File: src/rtl/mc_control_unit_if.sv
// Bundle between the multicycle control unit and the instruction/data memory handshakes and datapath selects.
// With MCCU_PERF_EN defined the bundle also carries the retired-instruction counter.
interface mc_control_unit_if #(
    parameter int unsigned OPCODE_W = 6,
    parameter int unsigned FUNCT_W  = 6,
    parameter int unsigned ALUOP_W  = 4
);
    logic [OPCODE_W-1:0] opcode;
    logic [FUNCT_W-1:0]  funct;
    logic                ihit;
    logic                dhit;
    logic                zero;
    logic                iREN;
    logic [1:0]          PC_src;
    logic                Ext_src;
    logic                LUI_src;
    logic [1:0]          portb_src;
    logic [1:0]          RegDst;
    logic [ALUOP_W-1:0]  ALU_op;
    logic                MemRead;
    logic                MemWrite;
    logic [1:0]          MemtoReg;
    logic                RegWrite;
    logic                PC_EN;
    logic                check_over;
    logic                halt;
    logic                timeout_err;
    logic [2:0]          state;
`ifdef MCCU_PERF_EN
    logic [31:0]         instr_count;

    modport master (
        input  opcode, funct, ihit, dhit, zero,
        output iREN, PC_src, Ext_src, LUI_src, portb_src, RegDst, ALU_op, MemRead, MemWrite,
               MemtoReg, RegWrite, PC_EN, check_over, halt, timeout_err, state, instr_count
    );
    modport slave (
        output opcode, funct, ihit, dhit, zero,
        input  iREN, PC_src, Ext_src, LUI_src, portb_src, RegDst, ALU_op, MemRead, MemWrite,
               MemtoReg, RegWrite, PC_EN, check_over, halt, timeout_err, state, instr_count
    );
`else
    modport master (
        input  opcode, funct, ihit, dhit, zero,
        output iREN, PC_src, Ext_src, LUI_src, portb_src, RegDst, ALU_op, MemRead, MemWrite,
               MemtoReg, RegWrite, PC_EN, check_over, halt, timeout_err, state
    );
    modport slave (
        output opcode, funct, ihit, dhit, zero,
        input  iREN, PC_src, Ext_src, LUI_src, portb_src, RegDst, ALU_op, MemRead, MemWrite,
               MemtoReg, RegWrite, PC_EN, check_over, halt, timeout_err, state
    );
`endif
endinterface

File: src/rtl/mc_control_unit.sv
// Multicycle MIPS control unit: FETCH/DECODE/EXEC/MEM/WB sequencing with a wait watchdog and sticky halt.
// Optional MCCU_PERF_EN adds a 32-bit retired-instruction counter (instr_count).
//
// state  | meaning
// FETCH  | iREN asserted, waiting for ihit, latches opcode/funct
// DECODE | one idle cycle, selects become valid
// EXEC   | ALU selects valid; branches/jumps/NOPs retire here
// MEM    | MemRead/MemWrite until dhit; SW retires here
// WB     | register write and PC update
// HALT   | terminal, only reset leaves
module mc_control_unit #(
    parameter int unsigned OPCODE_W    = 6,
    parameter int unsigned FUNCT_W     = 6,
    parameter int unsigned ALUOP_W     = 4,
    parameter int unsigned MEM_TIMEOUT = 255,
    parameter int unsigned CNT_W       = 8
) (
    input logic               CLK,
    input logic               nRST,
    mc_control_unit_if.master bus
);
    typedef enum logic [2:0] {FETCH = 3'd0, DECODE = 3'd1, EXEC = 3'd2, MEM = 3'd3, WB = 3'd4, HALT = 3'd5} state_t;
    typedef enum logic [2:0] {C_NOP, C_ALU, C_BEQ, C_BNE, C_J, C_JR, C_JAL, C_LW} cls_base_t;
    typedef enum logic [3:0] {K_NOP, K_ALU, K_BEQ, K_BNE, K_J, K_JR, K_JAL, K_LW, K_SW} cls_t;

    localparam logic [OPCODE_W-1:0] OP_R    = OPCODE_W'('h00);
    localparam logic [OPCODE_W-1:0] OP_J    = OPCODE_W'('h02);
    localparam logic [OPCODE_W-1:0] OP_JAL  = OPCODE_W'('h03);
    localparam logic [OPCODE_W-1:0] OP_BEQ  = OPCODE_W'('h04);
    localparam logic [OPCODE_W-1:0] OP_BNE  = OPCODE_W'('h05);
    localparam logic [OPCODE_W-1:0] OP_LW   = OPCODE_W'('h23);
    localparam logic [OPCODE_W-1:0] OP_SW   = OPCODE_W'('h2B);
    localparam logic [OPCODE_W-1:0] OP_HALT = OPCODE_W'('h3F);
    localparam logic [CNT_W-1:0]    WD_LAST = CNT_W'(MEM_TIMEOUT - 1);

    state_t               cur, nxt;
    cls_t                 cls;
    logic [OPCODE_W-1:0]  op_q;
    logic [FUNCT_W-1:0]   fn_q;
    logic [CNT_W-1:0]     wd_cnt;
    logic                 tout_q, tout_set, wd_hit;
    logic [ALUOP_W-1:0]   d_alu, alu_op;
    logic [1:0]           d_pb, d_pc, d_regdst, d_m2r;
    logic                 d_ext, d_lui, d_ovf;
    logic [1:0]           pc_src, portb_src, reg_dst, mem_to_reg;
    logic                 iren, ext_src, lui_src, mem_read, mem_write, reg_write, pc_en, check_over;

    // Instruction decode from the latched fields only, so selects stay stable after FETCH.
    always_comb begin
        cls = K_NOP; d_alu = '0; d_pb = 2'b00; d_ext = 1'b0; d_lui = 1'b0; d_ovf = 1'b0;
        d_pc = 2'b00; d_regdst = 2'b00; d_m2r = 2'b00;
        if (op_q == OP_R) begin
            cls = K_ALU;
            case (fn_q)
                FUNCT_W'('h00): begin d_alu = ALUOP_W'(0); d_pb = 2'b10; end
                FUNCT_W'('h02): begin d_alu = ALUOP_W'(1); d_pb = 2'b10; end
                FUNCT_W'('h08): begin cls = K_JR; d_pc = 2'b11; end
                FUNCT_W'('h20): begin d_alu = ALUOP_W'(2); d_ovf = 1'b1; end
                FUNCT_W'('h21): d_alu = ALUOP_W'(2);
                FUNCT_W'('h22): begin d_alu = ALUOP_W'(3); d_ovf = 1'b1; end
                FUNCT_W'('h23): d_alu = ALUOP_W'(3);
                FUNCT_W'('h24): d_alu = ALUOP_W'(4);
                FUNCT_W'('h25): d_alu = ALUOP_W'(5);
                FUNCT_W'('h26): d_alu = ALUOP_W'(6);
                FUNCT_W'('h27): d_alu = ALUOP_W'(7);
                FUNCT_W'('h2A): d_alu = ALUOP_W'(8);
                FUNCT_W'('h2B): d_alu = ALUOP_W'(9);
                default:        cls = K_NOP;
            endcase
        end else begin
            d_pb = 2'b01; d_regdst = 2'b01;
            case (op_q)
                OP_J:           begin cls = K_J; d_pc = 2'b10; end
                OP_JAL:         begin cls = K_JAL; d_pc = 2'b10; d_regdst = 2'b10; d_m2r = 2'b10; end
                OP_BEQ:         begin cls = K_BEQ; d_alu = ALUOP_W'(3); d_pb = 2'b00; d_ext = 1'b1; end
                OP_BNE:         begin cls = K_BNE; d_alu = ALUOP_W'(3); d_pb = 2'b00; d_ext = 1'b1; end
                OP_LW:          begin cls = K_LW; d_alu = ALUOP_W'(2); d_ext = 1'b1; d_m2r = 2'b01; end
                OP_SW:          begin cls = K_SW; d_alu = ALUOP_W'(2); d_ext = 1'b1; end
                OPCODE_W'('h08): begin cls = K_ALU; d_alu = ALUOP_W'(2); d_ext = 1'b1; d_ovf = 1'b1; end
                OPCODE_W'('h09): begin cls = K_ALU; d_alu = ALUOP_W'(2); d_ext = 1'b1; end
                OPCODE_W'('h0A): begin cls = K_ALU; d_alu = ALUOP_W'(8); d_ext = 1'b1; end
                OPCODE_W'('h0B): begin cls = K_ALU; d_alu = ALUOP_W'(9); d_ext = 1'b1; end
                OPCODE_W'('h0C): begin cls = K_ALU; d_alu = ALUOP_W'(4); end
                OPCODE_W'('h0D): begin cls = K_ALU; d_alu = ALUOP_W'(5); end
                OPCODE_W'('h0E): begin cls = K_ALU; d_alu = ALUOP_W'(6); end
                OPCODE_W'('h0F): begin cls = K_ALU; d_alu = ALUOP_W'(2); d_lui = 1'b1; end
                default:        begin cls = K_NOP; d_pb = 2'b00; d_regdst = 2'b00; end
            endcase
        end
    end

    assign wd_hit = (MEM_TIMEOUT != 0) && (wd_cnt == WD_LAST);

    always_comb begin
        nxt = cur; tout_set = 1'b0;
        iren = 1'b0; pc_src = 2'b00; ext_src = 1'b0; lui_src = 1'b0; portb_src = 2'b00;
        reg_dst = 2'b00; alu_op = '0; mem_read = 1'b0; mem_write = 1'b0; mem_to_reg = 2'b00;
        reg_write = 1'b0; pc_en = 1'b0; check_over = 1'b0;
        if (cur inside {DECODE, EXEC, MEM, WB}) begin
            pc_src = d_pc; ext_src = d_ext; lui_src = d_lui; portb_src = d_pb;
            reg_dst = d_regdst; alu_op = d_alu; mem_to_reg = d_m2r; check_over = d_ovf;
        end
        case (cur)
            FETCH: begin
                iren = 1'b1;
                if (bus.ihit) nxt = DECODE;
                else if (wd_hit) begin nxt = HALT; tout_set = 1'b1; end
            end
            DECODE: nxt = (op_q == OP_HALT) ? HALT : EXEC;
            EXEC: begin
                case (cls)
                    K_BEQ:        begin pc_src = bus.zero ? 2'b01 : 2'b00; pc_en = 1'b1; nxt = FETCH; end
                    K_BNE:        begin pc_src = bus.zero ? 2'b00 : 2'b01; pc_en = 1'b1; nxt = FETCH; end
                    K_J, K_JR:    begin pc_en = 1'b1; nxt = FETCH; end
                    K_LW, K_SW:   nxt = MEM;
                    K_ALU, K_JAL: nxt = WB;
                    default:      begin pc_src = 2'b00; pc_en = 1'b1; nxt = FETCH; end
                endcase
            end
            MEM: begin
                mem_read  = (cls == K_LW);
                mem_write = (cls == K_SW);
                if (bus.dhit) begin
                    if (cls == K_LW) nxt = WB;
                    else begin pc_en = 1'b1; nxt = FETCH; end
                end else if (wd_hit) begin
                    nxt = HALT; tout_set = 1'b1;
                end
            end
            WB: begin reg_write = 1'b1; pc_en = 1'b1; nxt = FETCH; end
            HALT: nxt = HALT;
            default: nxt = FETCH;
        endcase
    end

    // Watchdog restarts on any state change and saturates rather than wrapping.
    always_ff @(posedge CLK or negedge nRST) begin
        if (!nRST) begin
            cur    <= FETCH;
            op_q   <= '0;
            fn_q   <= '0;
            wd_cnt <= '0;
            tout_q <= 1'b0;
        end else begin
            cur <= nxt;
            if (cur == FETCH && bus.ihit) begin
                op_q <= bus.opcode;
                fn_q <= bus.funct;
            end
            if (nxt != cur) wd_cnt <= '0;
            else if ((cur == FETCH || cur == MEM) && !(&wd_cnt)) wd_cnt <= wd_cnt + CNT_W'(1);
            if (tout_set) tout_q <= 1'b1;
        end
    end

`ifdef MCCU_PERF_EN
    logic [31:0] instr_cnt;
    always_ff @(posedge CLK or negedge nRST) begin
        if (!nRST)      instr_cnt <= '0;
        else if (pc_en) instr_cnt <= instr_cnt + 32'd1;
    end
    assign bus.instr_count = instr_cnt;
`endif

    assign bus.iREN        = iren;
    assign bus.PC_src      = pc_src;
    assign bus.Ext_src     = ext_src;
    assign bus.LUI_src     = lui_src;
    assign bus.portb_src   = portb_src;
    assign bus.RegDst      = reg_dst;
    assign bus.ALU_op      = alu_op;
    assign bus.MemRead     = mem_read;
    assign bus.MemWrite    = mem_write;
    assign bus.MemtoReg    = mem_to_reg;
    assign bus.RegWrite    = reg_write;
    assign bus.PC_EN       = pc_en;
    assign bus.check_over  = check_over;
    assign bus.halt        = (cur == HALT);
    assign bus.timeout_err = tout_q;
    assign bus.state       = cur;
endmodule

File: src/flat_wrapper.sv
// flat-port wrapper written by rule: the top's interface ports become plain ports
module mc_control_unit_flat 
#(
    parameter int unsigned OPCODE_W    = 6,
    parameter int unsigned FUNCT_W     = 6,
    parameter int unsigned ALUOP_W     = 4,
    parameter int unsigned MEM_TIMEOUT = 255,
    parameter int unsigned CNT_W       = 8
)
  (CLK, nRST, bus_opcode, bus_funct, bus_ihit, bus_dhit, bus_zero, bus_iREN, bus_PC_src, bus_Ext_src, bus_LUI_src, bus_portb_src, bus_RegDst, bus_ALU_op, bus_MemRead, bus_MemWrite, bus_MemtoReg, bus_RegWrite, bus_PC_EN, bus_check_over, bus_halt, bus_timeout_err, bus_state);
  mc_control_unit_if #(.OPCODE_W(OPCODE_W), .FUNCT_W(FUNCT_W), .ALUOP_W(ALUOP_W)) bus_i ();
  input logic CLK;
  input logic nRST;
  input wire logic [$bits(bus_i.opcode)-1:0] bus_opcode;
  input wire logic [$bits(bus_i.funct)-1:0] bus_funct;
  input wire logic [$bits(bus_i.ihit)-1:0] bus_ihit;
  input wire logic [$bits(bus_i.dhit)-1:0] bus_dhit;
  input wire logic [$bits(bus_i.zero)-1:0] bus_zero;
  output wire logic [$bits(bus_i.iREN)-1:0] bus_iREN;
  output wire logic [$bits(bus_i.PC_src)-1:0] bus_PC_src;
  output wire logic [$bits(bus_i.Ext_src)-1:0] bus_Ext_src;
  output wire logic [$bits(bus_i.LUI_src)-1:0] bus_LUI_src;
  output wire logic [$bits(bus_i.portb_src)-1:0] bus_portb_src;
  output wire logic [$bits(bus_i.RegDst)-1:0] bus_RegDst;
  output wire logic [$bits(bus_i.ALU_op)-1:0] bus_ALU_op;
  output wire logic [$bits(bus_i.MemRead)-1:0] bus_MemRead;
  output wire logic [$bits(bus_i.MemWrite)-1:0] bus_MemWrite;
  output wire logic [$bits(bus_i.MemtoReg)-1:0] bus_MemtoReg;
  output wire logic [$bits(bus_i.RegWrite)-1:0] bus_RegWrite;
  output wire logic [$bits(bus_i.PC_EN)-1:0] bus_PC_EN;
  output wire logic [$bits(bus_i.check_over)-1:0] bus_check_over;
  output wire logic [$bits(bus_i.halt)-1:0] bus_halt;
  output wire logic [$bits(bus_i.timeout_err)-1:0] bus_timeout_err;
  output wire logic [$bits(bus_i.state)-1:0] bus_state;
  assign bus_i.opcode = bus_opcode;
  assign bus_i.funct = bus_funct;
  assign bus_i.ihit = bus_ihit;
  assign bus_i.dhit = bus_dhit;
  assign bus_i.zero = bus_zero;
  assign bus_iREN = bus_i.iREN;
  assign bus_PC_src = bus_i.PC_src;
  assign bus_Ext_src = bus_i.Ext_src;
  assign bus_LUI_src = bus_i.LUI_src;
  assign bus_portb_src = bus_i.portb_src;
  assign bus_RegDst = bus_i.RegDst;
  assign bus_ALU_op = bus_i.ALU_op;
  assign bus_MemRead = bus_i.MemRead;
  assign bus_MemWrite = bus_i.MemWrite;
  assign bus_MemtoReg = bus_i.MemtoReg;
  assign bus_RegWrite = bus_i.RegWrite;
  assign bus_PC_EN = bus_i.PC_EN;
  assign bus_check_over = bus_i.check_over;
  assign bus_halt = bus_i.halt;
  assign bus_timeout_err = bus_i.timeout_err;
  assign bus_state = bus_i.state;
  mc_control_unit #(.OPCODE_W(OPCODE_W), .FUNCT_W(FUNCT_W), .ALUOP_W(ALUOP_W), .MEM_TIMEOUT(MEM_TIMEOUT), .CNT_W(CNT_W)) u_core (.CLK(CLK), .nRST(nRST), .bus(bus_i));
endmodule
File: config.mk
export PLATFORM = sky130hd
export DESIGN_NAME = mc_control_unit_flat
export DESIGN_NICKNAME = d
export VERILOG_FILES = /design/src/rtl/mc_control_unit_if.sv /design/src/rtl/mc_control_unit.sv /design/src/flat_wrapper.sv
export SDC_FILE = /design/constraint.sdc
export NUM_CORES = 1
export LEC_CHECK = 0
export ABC_AREA = 1
export CAP_MARGIN = 20
export CORE_ASPECT_RATIO = 1.5
export CORE_MARGIN = 1
export CORE_UTILIZATION = 45
export DETAILED_ROUTE_END_ITERATION = 8
export PLACE_DENSITY = 0.85
export SYNTH_ARGS = -nofsm -noshare
export SYNTH_HDL_FRONTEND = slang
export SYNTH_SLANG_ARGS = --single-unit
File: constraint.sdc
create_clock -name CLK -period 1.8 [get_ports CLK]
set_input_delay 0.36 -clock CLK [delete_from_list [all_inputs] [get_ports CLK]]
set_output_delay 0.36 -clock CLK [all_outputs]
set_load 0.02 [all_outputs]
# Word-level counts from Yosys, hierarchy flattened
# Cells that the tools add are included.
[totals]
register_bits = 24
memories = 0
mem_bits_ro = 0
ramBits = 0
latchBits = 0
[op_classes]
n_mux = 56
shift = 0
n_eq_ne = 42
order_cmp = 0
n_bitwise = 0
div = 0
n_mul = 0
n_reduce_logical = 26
n_addsub = 1
[ops]
columns = ["operator", "count"]
rows = [
  ["6-bit == test (second input constant)", 13],
  ["4-bit one-hot mux with 7 select lines", 2],
  ["6-bit by 4-bit == test with 1-bit output (second input constant)", 9],
  ["4-bit one-hot mux with 9 select lines", 1],
  ["2-bit two-way mux", 12],
  ["12-bit OR reduction", 2],
  ["1-bit two-way mux", 23],
  ["6-bit by 2-bit == test with 1-bit output (second input constant)", 3],
  ["4-bit by 3-bit == test with 1-bit output (second input constant)", 4],
  ["8-bit two-way mux", 2],
  ["2-bit OR reduction", 8],
  ["8-bit OR reduction", 2],
  ["3-bit two-way mux", 5],
  ["3-bit one-hot mux with 5 select lines", 1],
  ["13-bit OR reduction", 1],
  ["6-bit by 3-bit == test with 1-bit output (second input constant)", 2],
  ["6-bit zero test", 2],
  ["4-bit two-way mux", 3],
  ["3-bit one-hot mux with 2 select lines", 2],
  ["8-bit by 1-bit adder with 8-bit output (second input constant)", 1],
  ["4-bit by 2-bit == test with 1-bit output (second input constant)", 2],
  ["8-bit == test (second input constant)", 1],
  ["2-bit one-hot mux with 2 select lines", 2],
  ["8-bit AND reduction", 1],
  ["other kinds (18)", 21],
]

# Logic depth before layout (Yosys ltp)
[depth]
word_depth = 10
ltp_mapped = 13
mapped_depth_nobuf = 13

# Least setup slack after synthesis
# OpenSTA, ideal clock, no wires.
[synth_timing]
path_kind = "register -> output"
start = "register u_core.cur[0], in the netlist u_core.bus.state[0]"
end = "output port bus_ALU_op[3]"
setup_slack_ns = -0.355
path_buffers = 0
stages_incl_launch_ff = 8
arrival_ns = 1.795
cell_sequence = "dfrtp_1 > nor2_1 > nand2_1 > inv_1 > nor3_1 > clkinv_1 > nand2_1 > o32ai_1"
[synth_between]
elab_chain_cells = 3
word_cells_on_any_way = 6
[synth_rtl]
columns = ["element", "line_no", "source"]
rows = [
  ["start: declaration", "mc_control_unit.sv:36", "state_t cur, nxt;"],
  ["start signal: assignment", "mc_control_unit.sv:145", "cur <= nxt;"],
  ["3-bit by 1-bit == test with 1-bit output, or another cell as far along", "mc_control_unit.sv:99", "if (cur inside {DECODE, EXEC, MEM, WB}) begin"],
  ["4-bit nonzero test *", "mc_control_unit.sv:99", ""],
  ["4-bit two-way mux *", "mc_control_unit.sv:99", ""],
  ["end: declaration", "flat_wrapper.sv:25", "output wire logic [$bits(bus_i.ALU_op)-1:0] bus_ALU_op;"],
]
# Every way passes the cells marked *; elsewhere a longest branch is shown, timed or not.

# Worst setup path in the final report
[layout_timing]
start = "register u_core.fn_q[4]"
end = "register u_core.wd_cnt[0]"
[layout_between]
elab_chain_cells = 10
word_cells_on_any_way = 29
[layout_rtl]
columns = ["element", "line_no", "source"]
rows = [
  ["start: declaration", "mc_control_unit.sv:39", "logic [FUNCT_W-1:0] fn_q;"],
  ["start signal: assignment", "mc_control_unit.sv:148", "fn_q <= bus.funct;"],
  ["6-bit == test, or another cell as far along", "mc_control_unit.sv:54", "case (fn_q)"],
  ["12-bit OR reduction (no source line)", "-", ""],
  ["3-bit one-hot mux with 2 select lines *", "mc_control_unit.sv:54", ""],
  ["4-bit two-way mux *", "mc_control_unit.sv:52", "if (op_q == OP_R) begin"],
  ["4-bit by 1-bit == test with 1-bit output, or another cell as far along", "mc_control_unit.sv:111", "case (cls)"],
  ["2-bit OR reduction or 3-bit two-way mux (tied branches)", "mc_control_unit.sv:111, mc_control_unit.sv:124", ""],
  ["3-bit one-hot mux with 2 select lines or 3-bit two-way mux (tied branches)", "mc_control_unit.sv:111, mc_control_unit.sv:123", ""],
  ["3-bit one-hot mux with 5 select lines *", "mc_control_unit.sv:103", "case (cur)"],
  ["named net u_core.nxt[2]", "mc_control_unit.sv:36", ""],
  ["3-bit != test *", "mc_control_unit.sv:150", "if (nxt != cur) wd_cnt <= '0;"],
  ["8-bit two-way mux or 2-bit nonzero test (tied branches)", "-", ""],
  ["end signal: assignment", "mc_control_unit.sv:151", "else if ((cur == FETCH || cur == MEM) && !(&wd_cnt)) wd_cnt <= wd_cnt + CNT_W'(1);"],
  ["end: declaration", "mc_control_unit.sv:40", "logic [CNT_W-1:0] wd_cnt;"],
]
# The timed path passes the listed nets; every way through them passes the cells marked *.
# A chain may end at the register's enable or synchronous reset.

==> out/metrics.csv <==
metric,value,unit
status,finished with violations,
violations,negative setup slack,
cts_htree_levels,1,
vdd_drop_max,1.48,mV
yosys_register_bits,24,
path_class,reg2reg,
netlist-cell-type-count,35,
netlist_top_cells_count,"nor2_1, nand2_1, inv_1",
synth_most_common_cell,nor2_1,
syn_to_final_growth,91.7,%
cts_buffers,3,
die_y,78.2,um
r2r_start,u_core.fn_q[4]$_DFFE_PN0P_,
dp_hpwl,4.41,mm
endpoint,u_core.wd_cnt[0]$_DFFE_PN0P_,
dieArea,4130,um^2
wirelength,8.33,mm
synth-seq-area-share,34.5,%
vias,2509,
finalNetCount,407,
fin_crit_sh,132,%
hp-class,in2async,
ys_async_sr_fraction,100,%
cts.clk_slew.worst_paths,0.09,ns
grt_pass1_wl,11.0,mm
vias_per_cell,5.83,
max-slew-margin-rel,75.6,%
p_leak,1.62,nW
instances_no_fill,430,
postRouteAntennaNets,0,
layout_setup_ws,-0.584,ns
critical_path_peak_fanout,8,
grt_antenna_before_repair,0,
cp-startpoint,u_core.fn_q[4]$_DFFE_PN0P_,
synth_edf_count,0,
syn-num-nets,277,
cts_tree,built,
hold_violations,0,
dp_cells,412,
clockRootBuffer,clkbuf_8,
slew_viol_final,0,
drtPass1Iterations,5,
end_kind,register,
cts_sinks,24,
worst_pin_slew,0.365,ns
first_iter_violations,121,
die_x,52.8,um
power_density,1660,nW/um^2
fmax,419,MHz
r2r_end,u_core.wd_cnt[0]$_DFFE_PN0P_,
clkLatencyLatePin,0.27,ns
clock-skew-final,0.00683,ns
rrSetupSlack,-0.58,ns
grt-ovfl-total,0,
drc,0,
grt_usage,35.9,%
synth_area,1740,um^2
io_pins,42,
cp.required,2.00,ns
fin_area,3340,um^2
synth_top_area_cell,dfrtp_1,
core_area,3680,um^2
start_util,47.3,%
reg2regPathDepth,14,
dp_slack,-0.499,ns
grt_setup_unrepaired,yes,
drive_above_1_share,53.2,%
routedWlPerCell,19.4,um
worstPathArrival,2.59,ns
worstSetupStartpointType,register,
setup_viol,27,
synth_area_per_cell,6.75,um^2
synthTopCellsByArea,"dfrtp_1, nor2_1, nand2_1",
min_period,2.38,ns
grt_pass1_vias,2429,
holdWs,0.449,ns
gp_congestion,0.920,
drv_cap,0,
synth_top_area_share,34.5,%
synth_ff_type,dfrtp_1,
yosys_warnings,0,
diodes,0,
placed_cell_area,2880,um^2
cts_hold_buf,0,
max-clock-path-buffers,2,
rows,27,
grt_start_max_net_pins,25,
io_buffers,41,
netlist_instances,258,
[sequential cells by signal, indices dropped and copies added, names as in the netlist]
name and cells:
u_core.bus.timeout_err 1, u_core.wd_cnt 8, u_core.bus.state 3, u_core.op_q 6
u_core.fn_q 6
[power breakdown]
| part | switching, mW | internal, mW |
|---|---|---|
| clock | 0.180 | 0.297 |
| sequential | 0.274 | 0.724 |
| combinational | 2.26 | 1.81 |
[area by class of cell]
class | instances | area, um^2
Fill cell | 145 | 343
Clock buffer | 3 | 41.3
Multi-Input combinational cell | 190 | 1320
Clock inverter | 1 | 30.0
Sequential cell | 24 | 608
Inverter | 40 | 173
Tap cell | 43 | 53.8
Timing Repair Buffer | 129 | 1110
[metrics by stage]
step	power (mW)	setup TNS [ns]	utilization, %
floorplan	2.47	-0.0271	-
global placement	3.81	-7.61	78.3
detailed placement	3.93	-9.06	78.3
CTS	4.72	-6.56	84.4
global route	5.73	-12.22	90.7
finish	5.54	-10.36	90.7
[cell families after synthesis]
logic type / Yosys count / synth area share (%)
and+or+nand+nor: 144 / 36.9
AOI/OAI and AO/OA: 36 / 12.9
xor gates and xnor gates: 7 / 3.52
buffers and inverters: 44 / 10.1
adders and majority gates: 2 / 1.44
muxes: 1 / 0.647
DFF: 24 / 34.5
[worst max-delay path, stage by stage, from the launching register on]
cell	delay (ns)
dfrtp_1	0.48
nor2_2	0.17
nand3_1	0.26
nor2_4	0.23
nor2_1	0.06
nand2_1	0.08
o21bai_2	0.10
buf_4	0.14
buf_4	0.12
buf_4	0.12
nand2_1	0.06
nand2_1	0.09
nand2_2	0.12
nand3_4	0.15
nor2_1	0.14
[worst min-delay path by stage]
| stage | cells after the start | end | start |
|---|---|---|---|
| finish | 2 | u_core.wd_cnt[0]$_DFFE_PN0P_ | nRST |
| global route | 2 | u_core.op_q[4]$_DFFE_PN0P_ | nRST |
| CTS | 2 | u_core.op_q[4]$_DFFE_PN0P_ | nRST |
| detailed placement | 2 | u_core.bus.timeout_err$_DFFE_PN0P_ | u_core.bus.timeout_err$_DFFE_PN0P_ |
| global placement | 2 | u_core.bus.timeout_err$_DFFE_PN0P_ | u_core.bus.timeout_err$_DFFE_PN0P_ |
| floorplan | 0 | u_core.bus.state[0]$_DFF_PN0_ | nRST |
[layout by cell type, fill, tap and decap left out, types with 7 or more instances in the layout]
cell type / instances
a21oi_1: 15
buf_4: 80
buf_6: 23
clkdlybuf4s50_1: 18
dfrtp_1: 18
inv_1: 21
inv_2: 11
inv_4: 7
nand2_1: 34
nand2_2: 11
nand3_1: 16
nor2_1: 36
nor2_2: 12
nor2_4: 13
[per-layer routing]
| metal | global-route usage, % | share of wire [%] | up-vias |
|---|---|---|---|
| met5 | 0 | 0 | - |
| met4 | 16.8 | 6.0 | 0 |
| met3 | 2.71 | 6.9 | 60 |
| met2 | 67.0 | 52 | 169 |
| met1 | 38.5 | 35 | 1192 |
| li1 | - | - | 1088 |
[what timing repair did]
item,CTS,global route
gates cloned,0,0
setup buffers,7,8
endpoints found under the setup margin,29,32
pin swaps,12,14
resized for setup,123,74
(Power assumes the default switching activity.)
